[config.mk]
export PLATFORM = sky130hd
export DESIGN_NAME = mix_columns_seq
export DESIGN_NICKNAME = d
export VERILOG_FILES = /design/src/rtl/aes_pkg.sv /design/src/rtl/mix_single_column.sv /design/src/rtl/mix_columns_seq.sv
export SDC_FILE = /design/constraint.sdc
export NUM_CORES = 1
export LEC_CHECK = 0
export BUFFER_PORTS_ARGS = -buffer_cell sky130_fd_sc_hd__buf_2
export CORE_ASPECT_RATIO = 1.2
export CORE_MARGIN = 8
export CORE_UTILIZATION = 35
export DETAILED_ROUTE_END_ITERATION = 6
export GPL_TIMING_DRIVEN = 0
export RECOVER_POWER = 50
export SLEW_MARGIN = 30
export SYNTH_ARGS = -nofsm -noshare
export SYNTH_HDL_FRONTEND = slang
export SYNTH_SLANG_ARGS = --single-unit
[constraint.sdc]
create_clock -name clock -period 8.5 [get_ports clock]
set_input_delay 1.7 -clock clock [delete_from_list [all_inputs] [get_ports clock]]
set_output_delay 1.7 -clock clock [all_outputs]
set_load 0.02 [all_outputs]
[src/rtl/aes_pkg.sv]
// Shared AES MixColumns definitions: sizes, FSM states, column payload and GF(2^8) helpers.
// MIXCOL_INV_EN adds the InvMixColumns multipliers (9/b/d/e) to gmul.
package aes_pkg;

  localparam int unsigned NUM_COLS = 4;
  localparam int unsigned COL_W    = 32;
  localparam int unsigned STATE_W  = NUM_COLS * COL_W;
  localparam int unsigned CNT_W    = $clog2(NUM_COLS);

  typedef enum logic [1:0] {
    IDLE,
    CALC,
    DONE
  } fsm_state_t;

  // One state column; a0 (row 0) sits in the MSB byte.
  typedef struct packed {
    logic [7:0] a0;
    logic [7:0] a1;
    logic [7:0] a2;
    logic [7:0] a3;
  } col_t;

  // Multiply by x in GF(2^8) modulo 0x11B.
  function automatic logic [7:0] xtime(input logic [7:0] x);
    return {x[6:0], 1'b0} ^ (x[7] ? 8'h1B : 8'h00);
  endfunction

  // Multiply by a small MixColumns constant; any other value passes x through (multiplier 1).
  function automatic logic [7:0] gmul(input logic [7:0] x, input logic [3:0] m);
    logic [7:0] x2;
`ifdef MIXCOL_INV_EN
    logic [7:0] x4;
    logic [7:0] x8;
`endif
    x2 = xtime(x);
`ifdef MIXCOL_INV_EN
    x4 = xtime(x2);
    x8 = xtime(x4);
`endif
    case (m)
      4'h2:    gmul = x2;
      4'h3:    gmul = x2 ^ x;
`ifdef MIXCOL_INV_EN
      4'h9:    gmul = x8 ^ x;
      4'hB:    gmul = x8 ^ x2 ^ x;
      4'hD:    gmul = x8 ^ x4 ^ x;
      4'hE:    gmul = x8 ^ x4 ^ x2;
`endif
      default: gmul = x;
    endcase
  endfunction

endpackage

[src/rtl/mix_single_column.sv]
// Combinational mixer for one 32-bit column (circulant GF(2^8) matrix product).
// With MIXCOL_INV_EN the inv input selects the InvMixColumns coefficients.
module mix_single_column
  import aes_pkg::*;
(
  input  logic [COL_W-1:0] col_in,
`ifdef MIXCOL_INV_EN
  input  logic             inv,
`endif
  output logic [COL_W-1:0] col_out
);

  col_t       a;
  col_t       b;
  logic [3:0] c0, c1, c2, c3;

  assign a = col_t'(col_in);

  // First row of the circulant matrix; later rows are rotations of it.
  always_comb begin
    c0 = 4'h2;
    c1 = 4'h3;
    c2 = 4'h1;
    c3 = 4'h1;
`ifdef MIXCOL_INV_EN
    if (inv) begin
      c0 = 4'hE;
      c1 = 4'hB;
      c2 = 4'hD;
      c3 = 4'h9;
    end
`endif
  end

  // Matrix-vector product, one output byte per row.
  always_comb begin
    b.a0 = gmul(a.a0, c0) ^ gmul(a.a1, c1) ^ gmul(a.a2, c2) ^ gmul(a.a3, c3);
    b.a1 = gmul(a.a0, c3) ^ gmul(a.a1, c0) ^ gmul(a.a2, c1) ^ gmul(a.a3, c2);
    b.a2 = gmul(a.a0, c2) ^ gmul(a.a1, c3) ^ gmul(a.a2, c0) ^ gmul(a.a3, c1);
    b.a3 = gmul(a.a0, c1) ^ gmul(a.a1, c2) ^ gmul(a.a2, c3) ^ gmul(a.a3, c0);
  end

  assign col_out = b;

endmodule

[src/rtl/mix_columns_seq.sv]
// Column-serial AES MixColumns: one shared column mixer, four CALC cycles per state,
// result held under valid/ready. MIXCOL_INV_EN adds the inverse port and transform.
module mix_columns_seq
  import aes_pkg::*;
(
  input  logic               clock,
  input  logic               reset,
  input  logic               in_valid,
  output logic               in_ready,
  input  logic [STATE_W-1:0] in_data,
`ifdef MIXCOL_INV_EN
  input  logic               inverse,
`endif
  output logic               out_valid,
  input  logic               out_ready,
  output logic [STATE_W-1:0] out_data,
  output logic               busy
);

  fsm_state_t                       state_q, state_d;
  logic [NUM_COLS-1:0][COL_W-1:0]   st_q;
  logic [CNT_W-1:0]                 cnt_q;
  logic [CNT_W-1:0]                 col_idx;
  logic [COL_W-1:0]                 col_mix;
`ifdef MIXCOL_INV_EN
  logic                             inv_q;
`endif

  // Column 0 lives in the top 32 bits, so counter value c addresses packed index 3-c.
  assign col_idx  = CNT_W'(NUM_COLS - 1) - cnt_q;
  assign out_data = st_q;

  mix_single_column u_mix (
    .col_in  (st_q[col_idx]),
`ifdef MIXCOL_INV_EN
    .inv     (inv_q),
`endif
    .col_out (col_mix)
  );

  // FSM state register with registered status outputs derived from the next state.
  always_ff @(posedge clock or posedge reset) begin
    if (reset) begin
      state_q   <= IDLE;
      out_valid <= 1'b0;
      busy      <= 1'b0;
    end else begin
      state_q   <= state_d;
      out_valid <= (state_d == DONE);
      busy      <= (state_d != IDLE);
    end
  end

  // Next-state logic; in_ready depends on the current state only.
  always_comb begin
    state_d  = state_q;
    in_ready = 1'b0;
    case (state_q)
      IDLE: begin
        in_ready = 1'b1;
        if (in_valid) state_d = CALC;
      end
      CALC:    if (cnt_q == CNT_W'(NUM_COLS - 1)) state_d = DONE;
      DONE:    if (out_ready) state_d = IDLE;
      default: state_d = IDLE;
    endcase
  end

  // State capture on accept, then one column replaced per CALC cycle.
  always_ff @(posedge clock or posedge reset) begin
    if (reset) begin
      st_q  <= '0;
      cnt_q <= '0;
`ifdef MIXCOL_INV_EN
      inv_q <= 1'b0;
`endif
    end else begin
      case (state_q)
        IDLE: if (in_valid) begin
          st_q  <= in_data;
          cnt_q <= '0;
`ifdef MIXCOL_INV_EN
          inv_q <= inverse;
`endif
        end
        CALC: begin
          st_q[col_idx] <= col_mix;
          cnt_q         <= cnt_q + CNT_W'(1);
        end
        default: ;
      endcase
    end
  end

endmodule

; ---- Word-level counts from Yosys, hierarchy flattened
; Index checks and enable logic that the tools add are counted.
[classes]
addsub = 2
n_lt_le_gt_ge = 2
eq_ne = 5
n_mux = 18
bitwise = 20
n_reduce_logical = 5
[ops]
columns = cell, n
row1 = case mux 128 bit (2 select lines), 1
row2 = XOR 8 bit, 20
row3 = bitwise mux 128 bit, 1
row4 = 2-to-1 mux 128 bit, 1
row5 = binary-select mux 32 bit (select 2 bit), 1
row6 = demux 32 bit (select 2 bit), 1
row7 = 2-to-1 mux 32 bit, 2
row8 = 2-to-1 mux 5 bit, 4
row9 = 2-to-1 mux 2 bit, 4
row10 = "== test 2 bit, second input constant", 3
row11 = case mux 2 bit (3 select lines), 1
row12 = case mux 2 bit (2 select lines), 1
row13 = nonzero test 2 bit, 2
row14 = "< comparator 2 x 3 -> 1 bit, second input constant", 1
row15 = "adder 2 x 1 -> 2 bit, second input constant", 1
row16 = "== test 2 x 1 -> 1 bit, second input constant", 1
row17 = "greater-or-equal comparator 2 x 1 -> 1 bit, second input constant", 1
row18 = logical NOT 2 bit, 1
row19 = "!= test 2 bit, second input constant", 1
row20 = AND reduction 2 bit, 1
row21 = "subtractor 2 bit, first input constant", 1
row22 = logical AND 1 bit, 1
row23 = 2-to-1 mux 1 bit, 1
[totals]
reg_bits = 134
inputBits = 132
output_inout_bits = 131
word_cells = 60

; ---- Depth between registers and ports, before layout
[depth]
ltp_word = 11
mapped_depth = 9

; ---- By module
; From an unflattened synthesis, not the netlist that was laid out.
[unflattened]
cells_unflattened = 843
hier_area_um2 = 9708.1
[by_module_without_submodules]
columns = mod, n_inst, cells_per_inst, area_per_inst_um2
row1 = mix_columns_seq, 1, 760, 8360.5
row2 = mix_single_column, 1, 83, 1347.5

; ---- Least setup slack after synthesis
; OpenSTA, ideal clock, no wires.
[synth_path]
path_type = input to register
start = input in_valid
end = register st_q, in the netlist out_data[64]
setup_time_ns = 0.083
t_arrival_ns = 2.932
required_ns = 8.417
slack_ns = 5.486
stages = 5
path_buffers = 2
path_cell_list = nor3b_1 clkbuf_1 buf_1 a22oi_1 o21ai_0
[synth_via]
elab_chain_len = 2
[synth_rtl]
columns = item, line_no
row1 = "start, declared", mix_columns_seq.sv:8  ; input logic in_valid,
row2 = != test 2 bit (no source line), n/a
row3 = AND reduction 2 bit (no source line), n/a
row4 = "end signal, assigned", mix_columns_seq.sv:80  ; st_q <= in_data;
row5 = "end signal, assigned by index", mix_columns_seq.sv:87  ; st_q[col_idx] <= col_mix;
row6 = "end, declared", mix_columns_seq.sv:21  ; logic [NUM_COLS-1:0][COL_W-1:0] st_q;
; Every way passes these cells.
; A chain may end at the register's enable or synchronous reset.

; ---- Worst setup path after layout
[layout_path]
start = input in_valid
end = register st_q, in the netlist out_data[62]
; Same word-level chain as after synthesis.

==> reports/results.txt <==
Mapped Avg Cell Area = 11.91 µm²
CTS buffer count = 17
top cell family by delay on the critical path = buffers and inverters
worst flop-to-flop path endpoint = out_data[72]
final setup violation count = 0
R2R cell count = 9
Synth top cells by count = 134 x dfrtp_1, 92 x o21ai_0, 74 x a22oi_1, 55 x a21oi_1
period utilization = 41.70%
Top FF cell, synth = dfrtp_1
fin nets = 1104
met3 Use GR = 5.345%
storage element area = 0.003353 mm²
count leader, synth = dfrtp_1
synthesis-to-finish area growth = 27.43%
post-route ant nets = 0
root buf cell = clkbuf_16
Starting Density = 35.46%
# clock sinks = 134
Cell variety after synth = 39
Reg clk slew, reported paths = 0.07 ns
deepest clock path buffer count = 2
layout cells sized above 1 = 30.48%
top post-synthesis cells by area = dfrtp_1 41%, xnor3_1 8.8%, a22oi_1 6.8%, mux4_2 5.8%, o21ai_0 5.6%
Post-Synthesis Cell Area = 0.008173 mm²
Worst-Margin Slew = 3.057 ns
crit path kind = in -> reg
core area = 0.02305 mm²
DRT iter0 DRCs = 478
initial antenna violation count = 2
TritonCTS clock tree = done
reg-to-reg critical path startpoint = cnt_q[1]
relative slew slack = -104.9%
status = complete, but fails checks
Fin Clk Skew = 0.01140 ns
fmax = 0.2822 GHz
drt first pass iters = 5
worst skew pair latency = 0.42 ns
I/O pins = 263
Slew Viols, Final = 63
Fin. Hold Viols = 0
Final TNS setup = 0 ns
flop2flop setup slack = 5.53 ns
Crit. Startpoint = in_valid
GP Congestion = 0.8616
Multi-input gate area = 0.004517 mm²
largest net degree at the start of global routing = 73
unrepaired setup endpoints after global routing = false
row cnt = 61
wire per inst = 26.67 µm
drt total wl = 34590 µm
Worst Setup EP = out_data[62]
Crit path buffers/inverters = 3
Residual DRC = 0
post-CTS resize count = 0
Top Usage Layer GRT = met2
CP max-delay cell = nor3b_1
critical path capture point type = flip-flop
Worst Path Max Fanout = 10
most frequent CP cell = clkbuf_1
CP Depth = 6
setup bufs post-CTS = 0
max cap viols = 1
number of global-route vias before repair = 7787
Detailed Place HPWL = 26850 µm
Post-synth ARST share = 100.0%
first-pass GRT wire length = 50310 µm
Yosys reg bits = 134
die height = 183.4 µm
gr usage total = 24.02%
Syn Inst Count = 686
yosys warns = 0
Vias/cell = 5.727
startpoint types = input port
grt total ovfl = 0
number of fill cells in the layout = 2261
H-tree levels = 4
DR vias = 7428
largest area contributor in the netlist = dfrtp_1
post-synth top area share = 41.03%
Hold WC Path Type = reg -> reg
Final min period = 3.544 ns
synthesized net count = 822
EDFF count, synth = 0
GRT met2 Usage = 40.78%
CP Cell Sequence = clkbuf_1 -> nor3b_1 -> clkbuf_1 -> clkbuf_1 -> a22oi_1 -> o21ai_0
Critical Path AT = 3.88 ns
grt met1 use = 29.34%
worst endpoint required time = 8.83 ns
crit-path max cell delay = 0.70 ns
Seq/Total Area, Yosys = 41.03%
Die Wd = 155.5 µm
Post-CTS Hold Buffers = 0
failing checks = max-capacitance violations, max-slew violations
Port Buffers = 262
die footprint = 0.02852 mm²
## registers in the layout, indices dropped and copies added, names as in the netlist
signal / cells
out_valid: 1
out_data: 128
state_q: 2
cnt_q: 2
busy: 1
## layout make-up
type | instances | area share, %
Clock buffer | 19 | 4.349
Tap cell | 315 | 3.784
Clock inverter | 13 | 1.261
Buffer | 64 | 2.799
Timing Repair Buffer | 263 | 12.10
Sequential cell | 134 | 32.20
Inverter | 3 | 0.1201
Antenna cell | 1 | 0.02403
Multi-Input combinational cell | 485 | 43.37
## how the worst min path moves through the flow
stage               cells past startpoint            end  slack (ns)           from
global route                            2  out_data[101]        0.54  out_data[101]
floorplan                               3       cnt_q[1]        0.57     state_q[1]
finish                                  2  out_data[114]        0.52  out_data[114]
detailed placement                      2  out_data[114]        0.50  out_data[114]
CTS                                     2  out_data[114]        0.51  out_data[114]
global placement                        2  out_data[102]        0.49  out_data[102]
## routing by layer
metal	routed length (µm)	vias up	share of wire, %
met2	17060	425	49
met1	13750	3717	40
met4	908	2	2.6
met5	8	-	0.023
li1	-	3225	-
met3	2859	59	8.3
## worst register-to-register path, stage by stage, from the launching register on
cell and delay, ns:
dfrtp_1 0.39, buf_2 0.23, buf_2 0.38, inv_1 0.15, ha_1 0.23, and3b_1 0.24, nor2_1 0.39, clkbuf_1 0.60
a22oi_1 0.16, o21ai_0 0.13
## stage by stage
| step | hold slack (ns) | std cells | utilization (%) | instance area [µm²] | worst slack, ns |
|---|---|---|---|---|---|
| global placement | 0.4909 | 1263 | 42.86 | 9878 | 1.281 |
| global route | 0.5414 | 1297 | 45.19 | 10420 | 4.485 |
| finish | 0.5187 | 1297 | 45.19 | 10420 | 4.956 |
| floorplan | 0.5731 | 686 | - | 8173 | 3.217 |
| detailed placement | 0.5015 | 1264 | 43.01 | 9913 | 4.568 |
| CTS | 0.5145 | 1296 | 45.54 | 10500 | 5.001 |
## kinds of logic after synthesis
group,after synthesis,share of synthesized area (%)
AO/OA/AOI/OAI,294,23.42
XOR/XNOR,75,17.15
multiplexers,32,9.323
flip-flops,134,41.03
adder cells (fa/ha/maj),4,0.6124
buffers and inverters,67,3.705
AND/OR/NAND/NOR,80,4.761
## cells in the final DEF (no fill, tap or decap), types with 4 or more instances in the layout
| master | synthesis | final |
|---|---|---|
| dfrtp_1 | 134 | 134 |
| a211oi_1 | 53 | 53 |
| a211oi_2 | 16 | 16 |
| buf_2 | 4 | 203 |
| clkbuf_16 | 0 | 17 |
| xnor3_2 | 5 | 5 |
| clkbuf_1 | 53 | 116 |
| nand2_1 | 8 | 8 |
| xnor2_2 | 9 | 9 |
| xor2_1 | 11 | 11 |
| xnor3_1 | 32 | 32 |
| a22oi_1 | 74 | 74 |
| o21ai_0 | 92 | 92 |
| nor2_1 | 42 | 42 |
| xnor2_1 | 8 | 8 |
| mux4_1 | 11 | 11 |
| mux4_2 | 21 | 21 |
| xor3_1 | 7 | 7 |
| a21oi_1 | 55 | 55 |
| ha_1 | 4 | 4 |
| clkinv_2 | 0 | 6 |
| and3_1 | 18 | 18 |
Power is left out: the tool's default activity adds up to more than one toggle a clock period on the data nets, which glitch-free logic cannot reach.
